==> config.mk <==
export PLATFORM = sky130hd
export DESIGN_NAME = fetch_unit_flat
export DESIGN_NICKNAME = d
export VERILOG_FILES = /design/src/rtl/fetch_pkg.sv /design/src/rtl/fetch_if.sv /design/src/rtl/fetch_fifo.sv /design/src/rtl/fetch_unit.sv /design/src/flat_wrapper.sv
export SDC_FILE = /design/constraint.sdc
export NUM_CORES = 1
export LEC_CHECK = 0
export CAP_MARGIN = 20
export CORE_AREA = 4 4 115 117
export DETAILED_ROUTE_END_ITERATION = 16
export DIE_AREA = 0 0 119 121
export PLACE_DENSITY_LB_ADDON = 0.15
export SLEW_MARGIN = 20
export SYNTH_ARGS = -nofsm -noshare
export SYNTH_HDL_FRONTEND = slang
export SYNTH_HIERARCHICAL = 1
export SYNTH_SLANG_ARGS = --single-unit
==> constraint.sdc <==
create_clock -name clk -period 3.99 [get_ports clk]
set_clock_uncertainty 0.2 [all_clocks]
set_input_delay 0.798 -clock clk [delete_from_list [all_inputs] [get_ports clk]]
set_output_delay 0.798 -clock clk [all_outputs]
set_load 0.005 [all_outputs]
==> src/rtl/fetch_pkg.sv <==
// fetch_pkg: shared types and constants for the instruction fetch stage.
//   fetch_state_e  - fetch FSM state (idle / live request / stale request)
//   NopWord        - instruction word shown on an empty, freshly reset buffer
//   DefaultPcWidth - default PC / instruction memory address width
//   DefaultResetPc - default fetch PC after reset
package fetch_pkg;

  typedef enum logic [1:0] {
    StIdle = 2'd0,  // no request outstanding
    StReq  = 2'd1,  // request outstanding for the current fetch PC
    StDrop = 2'd2   // request outstanding for a stale PC, response is discarded
  } fetch_state_e;

  localparam logic [31:0] NopWord        = 32'h0000_0000;
  localparam int unsigned DefaultPcWidth = 8;
  localparam int unsigned DefaultResetPc = 0;

endpackage

==> src/rtl/fetch_if.sv <==
// fetch_if: bundles the instruction memory handshake, the decode handshake and the
// branch redirect into one port.
//   master - fetch unit side: drives imem_req/imem_addr and inst_valid/inst_data/inst_pc
//   slave  - environment side: drives imem_ack/imem_rdata, inst_ready, redirect/redirect_pc
interface fetch_if import fetch_pkg::*; #(
  parameter int unsigned PC_WIDTH = DefaultPcWidth
) ();

  // Instruction memory request/ack
  logic                imem_req;
  logic [PC_WIDTH-1:0] imem_addr;
  logic                imem_ack;
  logic [31:0]         imem_rdata;

  // Decode valid/ready
  logic                inst_valid;
  logic                inst_ready;
  logic [31:0]         inst_data;
  logic [PC_WIDTH-1:0] inst_pc;

  // Taken branch from execute
  logic                redirect;
  logic [PC_WIDTH-1:0] redirect_pc;

  modport master (
    output imem_req,
    output imem_addr,
    input  imem_ack,
    input  imem_rdata,
    output inst_valid,
    input  inst_ready,
    output inst_data,
    output inst_pc,
    input  redirect,
    input  redirect_pc
  );

  modport slave (
    input  imem_req,
    input  imem_addr,
    output imem_ack,
    output imem_rdata,
    input  inst_valid,
    output inst_ready,
    input  inst_data,
    input  inst_pc,
    output redirect,
    output redirect_pc
  );

endinterface

==> src/rtl/fetch_fifo.sv <==
// fetch_fifo: synchronous prefetch buffer, DEPTH entries of WIDTH bits.
//   clk, rst_n - clock, asynchronous active-low reset
//   i_push     - write i_wdata at the tail (ignored when full)
//   i_wdata    - entry to write
//   i_pop      - remove the head (ignored when empty)
//   i_flush    - empty the buffer; wins over a same-cycle push
//   o_valid    - head entry is valid
//   o_rdata    - head entry (registered storage, no bypass from i_wdata)
//   o_count    - number of stored entries
module fetch_fifo #(
  parameter int unsigned      WIDTH     = 40,
  parameter int unsigned      DEPTH     = 2,
  parameter logic [WIDTH-1:0] RESET_VAL = '0,
  localparam int unsigned     PTR_W     = $clog2(DEPTH),
  localparam int unsigned     CNT_W     = $clog2(DEPTH + 1)
) (
  input  logic             clk,
  input  logic             rst_n,
  input  logic             i_push,
  input  logic [WIDTH-1:0] i_wdata,
  input  logic             i_pop,
  input  logic             i_flush,
  output logic             o_valid,
  output logic [WIDTH-1:0] o_rdata,
  output logic [CNT_W-1:0] o_count
);

  logic [WIDTH-1:0] r_mem [DEPTH];
  logic [PTR_W-1:0] r_wr_ptr;
  logic [PTR_W-1:0] r_rd_ptr;
  logic [CNT_W-1:0] r_count;

  logic w_full;
  logic w_do_push;
  logic w_do_pop;

  assign w_full    = (r_count == CNT_W'(DEPTH));
  assign o_valid   = (r_count != '0);
  assign w_do_push = i_push & ~w_full;
  assign w_do_pop  = i_pop & o_valid;

  // DEPTH is a power of two, so the pointers wrap naturally.
  always_ff @(posedge clk or negedge rst_n) begin
    if (!rst_n) begin
      for (int i = 0; i < DEPTH; i++) begin
        r_mem[i] <= RESET_VAL;
      end
      r_wr_ptr <= '0;
      r_rd_ptr <= '0;
      r_count  <= '0;
    end else if (i_flush) begin
      r_wr_ptr <= '0;
      r_rd_ptr <= '0;
      r_count  <= '0;
    end else begin
      if (w_do_push) begin
        r_mem[r_wr_ptr] <= i_wdata;
        r_wr_ptr        <= r_wr_ptr + PTR_W'(1);
      end
      if (w_do_pop) begin
        r_rd_ptr <= r_rd_ptr + PTR_W'(1);
      end
      r_count <= r_count + CNT_W'(w_do_push) - CNT_W'(w_do_pop);
    end
  end

  assign o_rdata = r_mem[r_rd_ptr];
  assign o_count = r_count;

endmodule

==> src/rtl/fetch_unit.sv <==
// fetch_unit: instruction fetch stage. Owns the fetch PC, issues one request at a time to
// instruction memory (req held until ack), buffers returned words in fetch_fifo and hands
// them to decode. A redirect retargets the fetch PC, flushes the buffer and, if a request
// is still in flight, marks its response as stale so it is dropped.
//   clk, rst_n - clock, asynchronous active-low reset
//   io_bus     - fetch_if master: imem req/addr/ack/rdata, inst valid/ready/data/pc,
//                redirect/redirect_pc
module fetch_unit import fetch_pkg::*; #(
  parameter int unsigned         PC_WIDTH = DefaultPcWidth,
  parameter int unsigned         DEPTH    = 2,
  parameter logic [PC_WIDTH-1:0] RESET_PC = PC_WIDTH'(DefaultResetPc)
) (
  input  logic     clk,
  input  logic     rst_n,
  fetch_if.master  io_bus
);

  localparam int unsigned CNT_W = $clog2(DEPTH + 1);
  // One extra bit so count + 1 cannot wrap in the room check.
  localparam int unsigned LVL_W = CNT_W + 1;

  fetch_state_e        r_state;
  logic [PC_WIDTH-1:0] r_fetch_pc;
  logic                r_imem_req;
  logic [PC_WIDTH-1:0] r_imem_addr;

  logic                w_ack;
  logic                w_redirect;
  logic [PC_WIDTH-1:0] w_target;
  logic [PC_WIDTH-1:0] w_pc_next;
  logic                w_push;
  logic                w_pop;
  logic                w_has_room;
  logic                w_room_after;
  logic [LVL_W-1:0]    w_level_after;
  logic [CNT_W-1:0]    w_count;
  logic                w_fifo_valid;
  logic [PC_WIDTH+31:0] w_fifo_rdata;

  // An ack only means something while a request is actually up.
  assign w_ack      = r_imem_req & io_bus.imem_ack;
  assign w_redirect = io_bus.redirect;
  assign w_target   = io_bus.redirect_pc & ~PC_WIDTH'(3);
  assign w_pc_next  = r_fetch_pc + PC_WIDTH'(4);
  assign w_pop      = w_fifo_valid & io_bus.inst_ready;

  // Only a live (non-stale) response that is not being flushed enters the buffer.
  assign w_push = (r_state == StReq) & w_ack & ~w_redirect;

  assign w_has_room    = (w_count < CNT_W'(DEPTH));
  assign w_level_after = LVL_W'(w_count) + LVL_W'(1) - LVL_W'(w_pop);
  // Keep requesting back-to-back only if the word just accepted still leaves a free slot,
  // so an issued request always has somewhere to land.
  assign w_room_after  = (w_level_after < LVL_W'(DEPTH));

  always_ff @(posedge clk or negedge rst_n) begin
    if (!rst_n) begin
      r_state     <= StIdle;
      r_fetch_pc  <= RESET_PC;
      r_imem_req  <= 1'b0;
      r_imem_addr <= RESET_PC;
    end else begin
      case (r_state)
        StIdle: begin
          if (w_redirect) begin
            r_fetch_pc <= w_target;
          end else if (w_has_room) begin
            r_state     <= StReq;
            r_imem_req  <= 1'b1;
            r_imem_addr <= r_fetch_pc;
          end
        end

        StReq: begin
          if (w_ack) begin
            if (w_redirect) begin
              r_state    <= StIdle;
              r_imem_req <= 1'b0;
              r_fetch_pc <= w_target;
            end else begin
              r_fetch_pc <= w_pc_next;
              if (w_room_after) begin
                r_imem_addr <= w_pc_next;
              end else begin
                r_state    <= StIdle;
                r_imem_req <= 1'b0;
              end
            end
          end else if (w_redirect) begin
            // The request must stay up until acked; its data is now stale.
            r_state    <= StDrop;
            r_fetch_pc <= w_target;
          end
        end

        StDrop: begin
          if (w_redirect) begin
            r_fetch_pc <= w_target;
          end
          if (w_ack) begin
            r_state    <= StIdle;
            r_imem_req <= 1'b0;
          end
        end

        default: begin
          r_state    <= StIdle;
          r_imem_req <= 1'b0;
        end
      endcase
    end
  end

  fetch_fifo #(
    .WIDTH     (PC_WIDTH + 32),
    .DEPTH     (DEPTH),
    .RESET_VAL ({{PC_WIDTH{1'b0}}, NopWord})
  ) u_fifo (
    .clk     (clk),
    .rst_n   (rst_n),
    .i_push  (w_push),
    .i_wdata ({r_fetch_pc, io_bus.imem_rdata}),
    .i_pop   (w_pop),
    .i_flush (w_redirect),
    .o_valid (w_fifo_valid),
    .o_rdata (w_fifo_rdata),
    .o_count (w_count)
  );

  assign io_bus.imem_req   = r_imem_req;
  assign io_bus.imem_addr  = r_imem_addr;
  assign io_bus.inst_valid = w_fifo_valid;
  assign io_bus.inst_pc    = w_fifo_rdata[PC_WIDTH+31:32];
  assign io_bus.inst_data  = w_fifo_rdata[31:0];

endmodule

==> src/flat_wrapper.sv <==
// flat-port wrapper written by rule: the top's interface ports become plain ports
module fetch_unit_flat import fetch_pkg::*;
#(
  parameter int unsigned         PC_WIDTH = DefaultPcWidth,
  parameter int unsigned         DEPTH    = 2,
  parameter logic [PC_WIDTH-1:0] RESET_PC = PC_WIDTH'(DefaultResetPc)
)
  (clk, rst_n, io_bus_imem_req, io_bus_imem_addr, io_bus_imem_ack, io_bus_imem_rdata, io_bus_inst_valid, io_bus_inst_ready, io_bus_inst_data, io_bus_inst_pc, io_bus_redirect, io_bus_redirect_pc);
  fetch_if #(.PC_WIDTH(PC_WIDTH)) io_bus_i ();
  input  logic clk;
  input  logic rst_n;
  output wire logic [$bits(io_bus_i.imem_req)-1:0] io_bus_imem_req;
  output wire logic [$bits(io_bus_i.imem_addr)-1:0] io_bus_imem_addr;
  input wire logic [$bits(io_bus_i.imem_ack)-1:0] io_bus_imem_ack;
  input wire logic [$bits(io_bus_i.imem_rdata)-1:0] io_bus_imem_rdata;
  output wire logic [$bits(io_bus_i.inst_valid)-1:0] io_bus_inst_valid;
  input wire logic [$bits(io_bus_i.inst_ready)-1:0] io_bus_inst_ready;
  output wire logic [$bits(io_bus_i.inst_data)-1:0] io_bus_inst_data;
  output wire logic [$bits(io_bus_i.inst_pc)-1:0] io_bus_inst_pc;
  input wire logic [$bits(io_bus_i.redirect)-1:0] io_bus_redirect;
  input wire logic [$bits(io_bus_i.redirect_pc)-1:0] io_bus_redirect_pc;
  assign io_bus_imem_req = io_bus_i.imem_req;
  assign io_bus_imem_addr = io_bus_i.imem_addr;
  assign io_bus_i.imem_ack = io_bus_imem_ack;
  assign io_bus_i.imem_rdata = io_bus_imem_rdata;
  assign io_bus_inst_valid = io_bus_i.inst_valid;
  assign io_bus_i.inst_ready = io_bus_inst_ready;
  assign io_bus_inst_data = io_bus_i.inst_data;
  assign io_bus_inst_pc = io_bus_i.inst_pc;
  assign io_bus_i.redirect = io_bus_redirect;
  assign io_bus_i.redirect_pc = io_bus_redirect_pc;
  fetch_unit #(.PC_WIDTH(PC_WIDTH), .DEPTH(DEPTH), .RESET_PC(RESET_PC)) u_core (.clk(clk), .rst_n(rst_n), .io_bus(io_bus_i));
endmodule
# --- After elaboration in Yosys (flattened, before gate mapping) ---
# Index checks and enable logic that the tools add are counted.
classes:
  addsub: 7
  order_cmp: 5
  eq_ne: 11
  mux: 36
  bitwise_logic: 10
  reduce_logical: 12
ops:
  columns: ["cell", "n"]
  rows:
  - ["40-bit two-way mux", 4]
  - ["80-bit bitwise mux", 1]
  - ["8-bit two-way mux", 8]
  - ["40-bit demux with 1-bit select", 1]
  - ["8-bit one-hot mux with 2 select lines", 2]
  - ["2-bit two-way mux", 8]
  - ["1-bit two-way mux", 10]
  - ["5-bit AND reduction", 2]
  - ["2-bit nonzero test", 5]
  - ["8-bit by 3-bit adder with 8-bit output (second input constant)", 1]
  - ["2-bit by 1-bit inequality test with 1-bit output (second input constant)", 4]
  - ["1-bit bitwise AND", 6]
  - ["2-bit one-hot mux with 3 select lines", 1]
  - ["6-bit AND reduction", 1]
  - ["2-bit equality test (second input constant)", 2]
  - ["2-bit greater-or-equal comparator (second input constant)", 2]
  - ["2-bit inequality test (second input constant)", 2]
  - ["1-bit inverter with 2-bit output", 2]
  - ["2-bit by 1-bit adder with 3-bit output (second input constant)", 1]
  - ["3-bit by 2-bit less-than comparator with 1-bit output (second input constant)", 1]
  - ["3-bit by 2-bit inequality test with 1-bit output (second input constant)", 1]
  - ["3-bit inequality test (second input constant)", 1]
  - ["1-bit one-hot mux with 3 select lines", 1]
  - ["3-bit by 1-bit subtractor with 3-bit output", 1]
  - ["other kinds (11)", 13]
totals:
  regBits: 103
  out_inout_bits: 50
  wordCells: 90

# --- Depth between registers and ports, before layout ---
logic_depth:
  word_depth: 8
  depth_mapped: 10
  depth_no_buf: 9

# --- Hierarchy ---
# Netlist, hierarchy kept.
by_module_without_submodules:
  columns: ["module", "n_inst", "cells_each", "area_per_inst_um2"]
  rows:
  - ["fetch_fifo", 1, 238, 3669.8]
  - ["fetch_unit", 1, 121, 1126.1]

# --- Worst setup path before layout ---
# OpenSTA, ideal clock, no wires.
synth_timing:
  path_kind: "input-to-reg"
  startpoint: "input io_bus_redirect"
  endpoint: "register u_core/u_fifo/r_mem[47] in the netlist's numbering"
  setup_time_ns: 0.125
  t_arrival_ns: 2.286
  t_required_ns: 3.665
  setup_slack_ns: 1.379
  stages: 7
  path_buffers: 3
  path_cell_list: "buf_2 buf_2 nor2_1 inv_1 nor4_2 buf_4 mux2_2"
synth_via:
  elab_chain_len: 4
synth_lines:
  columns: ["item", "line_no", "source"]
  rows:
  - ["start: declaration", "flat_wrapper.sv:20", "input wire logic [$bits(io_bus_i.redirect)-1:0] io_bus_redirect;"]
  - ["1-bit inverter (no source line)", null, null]
  - ["1-bit bitwise AND", "fetch_unit.sv:48", "assign w_push = (r_state == StReq) & w_ack & ~w_redirect;"]
  - ["named net u_core.w_push", "fetch_unit.sv:31", "logic w_push;"]
  - ["1-bit bitwise AND", "fetch_fifo.sv:39", "assign w_do_push = i_push & ~w_full;"]
  - ["2-bit AND reduction (no source line)", null, null]
  - ["end signal: indexed assignment", "fetch_fifo.sv:57", "r_mem[r_wr_ptr] <= i_wdata;"]
  - ["end: declaration", "fetch_fifo.sv:28", "logic [WIDTH-1:0] r_mem [DEPTH];"]
# The timed path passes the listed nets, and every way through them passes these cells.
# A chain may end at the register's enable or synchronous reset.

# --- Worst setup path after layout ---
layout_timing:
  startpoint: "register u_core.u_fifo.r_rd_ptr"
  endpoint: "output io_bus_inst_data[9]"
layout_via:
  elab_chain_len: 4
layout_lines:
  columns: ["item", "line_no", "source"]
  rows:
  - ["start: declaration", "fetch_fifo.sv:30", "logic [PTR_W-1:0] r_rd_ptr;"]
  - ["start signal: assignment", "fetch_fifo.sv:61", "r_rd_ptr <= r_rd_ptr + PTR_W'(1);"]
  - ["1-bit inverter with 2-bit output (not written as such)", "fetch_fifo.sv:67", "assign o_rdata = r_mem[r_rd_ptr];"]
  - ["40-bit two-way mux (not written as such) (3 in series)", "fetch_fifo.sv:67", null]
  - ["end: declaration", "flat_wrapper.sv:18", "output wire logic [$bits(io_bus_i.inst_data)-1:0] io_bus_inst_data;"]
# Every way passes these cells. The select of a mux whose other input is x is not followed.

==> flow_results.xml <==
<?xml version="1.0" encoding="UTF-8"?>
<metrics>
  <group name="cts">
    <metric name="clock_latency" unit="ps">340</metric>
    <metric name="post_cts_setup_buffer_count" unit="">0</metric>
    <metric name="cts_hold_bufs" unit="">0</metric>
    <metric name="postCtsResizedCells" unit="">0</metric>
    <metric name="clk_root_buffer_cell" unit="">sky130_fd_sc_hd__clkbuf_16</metric>
    <metric name="path_clk_slew" unit="ps">60</metric>
    <metric name="cts_tree" unit="">done</metric>
    <metric name="cts_num_sinks" unit="">103</metric>
    <metric name="clockBufferDepth" unit="">2</metric>
    <metric name="cts_inserted_buffers" unit="">9</metric>
    <metric name="cts_max_level" unit="">3</metric>
  </group>
  <group name="synth">
    <metric name="postSynthAreaPerCell" unit="sq um">13.4</metric>
    <metric name="synth_area" unit="sq mm">0.00480</metric>
    <metric name="synth_nets" unit="">407</metric>
    <metric name="synth_cells" unit="">359</metric>
    <metric name="post-synth-top-area-fraction" unit="%">53.7</metric>
    <metric name="asyncSetResetFlopFracSynth" unit="%">100</metric>
    <metric name="synth_cell_types" unit="">44</metric>
    <metric name="synthTopCellsByArea" unit="">sky130_fd_sc_hd__dfrtp_1, sky130_fd_sc_hd__mux2_2, sky130_fd_sc_hd__buf_2</metric>
    <metric name="synth_top_flop_cell" unit="">sky130_fd_sc_hd__dfrtp_1</metric>
    <metric name="number_of_synthesized_register_bits" unit="">103</metric>
    <metric name="synth_enable_flop_cells" unit="">0</metric>
    <metric name="synth_largest_area_cell" unit="">sky130_fd_sc_hd__dfrtp_1</metric>
    <metric name="yosysWarningCount" unit="">6</metric>
    <metric name="synth_seq_area_share" unit="%">53.7</metric>
  </group>
  <group name="routing">
    <metric name="dr.pass1.iters" unit="">4</metric>
    <metric name="drc_errors" unit="">0</metric>
    <metric name="met2WireLength" unit="mm">4.96</metric>
    <metric name="wl_met1" unit="mm">4.66</metric>
    <metric name="drt-vias-per-instance" unit="">4.96</metric>
    <metric name="dr_wl_met3" unit="um">395</metric>
    <metric name="topRoutingLayerUsed" unit="">met4</metric>
    <metric name="wl" unit="mm">10.1</metric>
    <metric name="postRouteAntennaNets" unit="">0</metric>
    <metric name="detail_route.wl_per_cell" unit="um">16.1</metric>
    <metric name="route.vias.total" unit="">3112</metric>
    <metric name="drt_iter0_drc" unit="">130</metric>
  </group>
  <group name="worst_setup_path">
    <metric name="startpoint_type" unit="">flip-flop</metric>
    <metric name="critPathKind" unit="">flip-flop to output port</metric>
    <metric name="critical_path.max_fanout" unit="">33</metric>
    <metric name="cp_num_buf_inv" unit="">2</metric>
    <metric name="setup.worst_path.end_class" unit="">output port</metric>
    <metric name="crit_path_max_delay_family" unit="">buffers and inverters</metric>
    <metric name="timing.critical_path.slowest_stage_cell" unit="">sky130_fd_sc_hd__dfrtp_2</metric>
    <metric name="rrSetupSlack" unit="ps">1360</metric>
    <metric name="crit_required" unit="ps">2990</metric>
    <metric name="slowest_delay" unit="ps">500</metric>
    <metric name="worstPathArrival" unit="ps">2200</metric>
    <metric name="path_cells" unit="">buf_4, mux2_2, clkdlybuf4s50_1</metric>
  </group>
  <group name="global_route">
    <metric name="grt_antenna_before_repair" unit="">0</metric>
    <metric name="grt.total_usage" unit="%">14.6</metric>
    <metric name="global_route_wire_length_before_repair" unit="mm">16.5</metric>
    <metric name="grt_pass1_vias" unit="">3230</metric>
    <metric name="maximum_number_of_pins_on_one_net_before_global_route_repair" unit="">64</metric>
    <metric name="overflow" unit="">0</metric>
  </group>
  <group name="timing">
    <metric name="tightest_slew" unit="ps">789</metric>
    <metric name="grt_setup_unrepaired" unit="">false</metric>
    <metric name="setup_viol_count_final" unit="">0</metric>
    <metric name="timing_max_transition_violations_final" unit="">0</metric>
    <metric name="finalSetupTns" unit="ps">0</metric>
    <metric name="worst_hold_slack" unit="ps">285</metric>
    <metric name="timing_hold_violations_final" unit="">0</metric>
    <metric name="final.min_clock_period" unit="ps">3200</metric>
    <metric name="clock.fmax" unit="MHz">312</metric>
    <metric name="min_period_over_period" unit="%">80.2</metric>
    <metric name="max-slew-margin-rel" unit="%">47.4</metric>
  </group>
  <group name="power">
    <metric name="static-leakage-power" unit="uW">0.00276</metric>
    <metric name="pwr-share-seq" unit="%">43.3</metric>
    <metric name="sw_frac_of_total" unit="%">28.3</metric>
    <metric name="pwr-share-comb" unit="%">34.6</metric>
    <metric name="p_int" unit="uW">2610</metric>
    <metric name="vdd_ir_drop_max" unit="V">0.000345</metric>
    <metric name="power.density" unit="mW/mm^2">591</metric>
    <metric name="p_clk_share" unit="%">22.0</metric>
    <metric name="power.net_switching" unit="uW">1030</metric>
  </group>
  <group name="floorplanning">
    <metric name="std_cell_rows" unit="">41</metric>
    <metric name="coreArea" unit="sq mm">0.0124</metric>
    <metric name="initial_utilization" unit="%">38.8</metric>
    <metric name="die_y" unit="um">121</metric>
    <metric name="fp.dieArea" unit="sq mm">0.0144</metric>
    <metric name="fp.dieW" unit="um">119</metric>
    <metric name="top_level_ports" unit="">95</metric>
  </group>
  <group name="layout">
    <metric name="area.growth.synth_to_final" unit="%">28.5</metric>
    <metric name="final-instance-count-excl-fill" unit="">627</metric>
    <metric name="number_of_nets_at_the_end_of_the_flow" unit="">498</metric>
    <metric name="fraction_of_layout_instances_using_a_drive_strength_above_1" unit="%">32.5</metric>
    <metric name="most_used_cells_in_the_layout_excluding_fill_and_tap_cells" unit="">sky130_fd_sc_hd__mux2_2, sky130_fd_sc_hd__dfrtp_1, sky130_fd_sc_hd__clkdlybuf4s50_1, sky130_fd_sc_hd__nand2_1, sky130_fd_sc_hd__nor2_1</metric>
    <metric name="antenna_cells_inserted" unit="">0</metric>
    <metric name="layout_commonest_cell" unit="">sky130_fd_sc_hd__mux2_2</metric>
  </group>
  <group name="hold_path">
    <metric name="hold_path.class" unit="">flip-flop to flip-flop</metric>
  </group>
  <group name="placed_design">
    <metric name="io_buffers" unit="">92</metric>
    <metric name="place_hpwl" unit="mm">6.70</metric>
    <metric name="globalplace.congestion" unit="">0.741</metric>
    <metric name="dp_cells" unit="">611</metric>
  </group>
  <group name="status">
    <metric name="result_of_the_run" unit="">completed</metric>
  </group>
  <group name="run">
    <metric name="drv_cap" unit="">0</metric>
  </group>
</metrics>
[registers in the layout, summed over array words and instances (netlist names)]
| name | cells |
|---|---|
| u_core/u_fifo/r_mem | 80 |
| u_core/io_bus.imem_addr | 8 |
| u_core/r_fetch_pc | 8 |
| u_core/r_state | 2 |
| u_core/u_fifo/o_count | 2 |
| u_core/io_bus.imem_req | 1 |
| u_core/u_fifo/r_rd_ptr | 1 |
| u_core/u_fifo/r_wr_ptr | 1 |
[Yosys cell counts, drive strengths merged, types with 4 or more instances]
library cell and number:
a21oi 8, and2 5, buf 19, dfrtp 103, mux2 123, nand2 16, nand2b 5, nand3 4
nor2 11, nor3 6, o21ai 12, xnor2 4
[power by group through the flow]
stage	logic, uW	clock network, uW	registers (uW)
floorplan	739	0	1490
global placement	1260	0	1580
detailed placement	1270	0	1600
CTS	1280	840	1580
global route	1390	880	1620
finish	1260	802	1580
[stage by stage]
step                cell area, sq um  utilization, %  power (uW)  worst slack (ps)
floorplan                       4800               -        2230              1380
global placement                5890            47.7        2840               765
detailed placement              5890            47.7        2870               727
CTS                             6160            49.8        3700               721
global route                    6160            49.8        3890               676
finish                          6160            49.8        3640               790
[layout make-up]
| cell class | count | area, sq um |
|---|---|---|
| multi-input cells | 233 | 2100 |
| clock inverters | 3 | 18.8 |
| clock buffers | 13 | 250 |
| inverters | 3 | 11.3 |
| repair buffers | 100 | 991 |
| flip-flops and latches | 103 | 2580 |
| well taps | 172 | 215 |
| fillers | 1146 | 6200 |
[routing by layer]
layer | GRT usage, % | up-vias
li1 | - | 1464
met1 | 19.1 | 1573
met2 | 23.5 | 65
met3 | 4.62 | 10
met4 | 4.13 | 0
met5 | 0 | -
[final timing paths]
kind	from	to	cells after the start
setup reg to reg	u_core/r_state[0]	u_core/u_fifo/r_mem[42]	6
hold / removal	u_core/u_fifo/r_mem[53]	u_core/u_fifo/r_mem[53]	1
max in group asynchronous	rst_n	u_core/u_fifo/r_mem[61]	2
setup / recovery	u_core/u_fifo/r_rd_ptr	io_bus_inst_data[9]	3
hold reg to reg	u_core/u_fifo/r_mem[53]	u_core/u_fifo/r_mem[53]	1
min in group asynchronous	rst_n	u_core/u_fifo/r_mem[43]	1
[kinds of logic after synthesis]
logic type,share of synthesized area [%]
AOI/OAI and AO/OA,4.64
muxes,29.5
xor gates and xnor gates,1.28
DFF,53.7
buffers and inverters,2.74
adders and majority gates,0.783
and+or+nand+nor,7.31
Note: power is estimated with default switching activity, not from simulation.
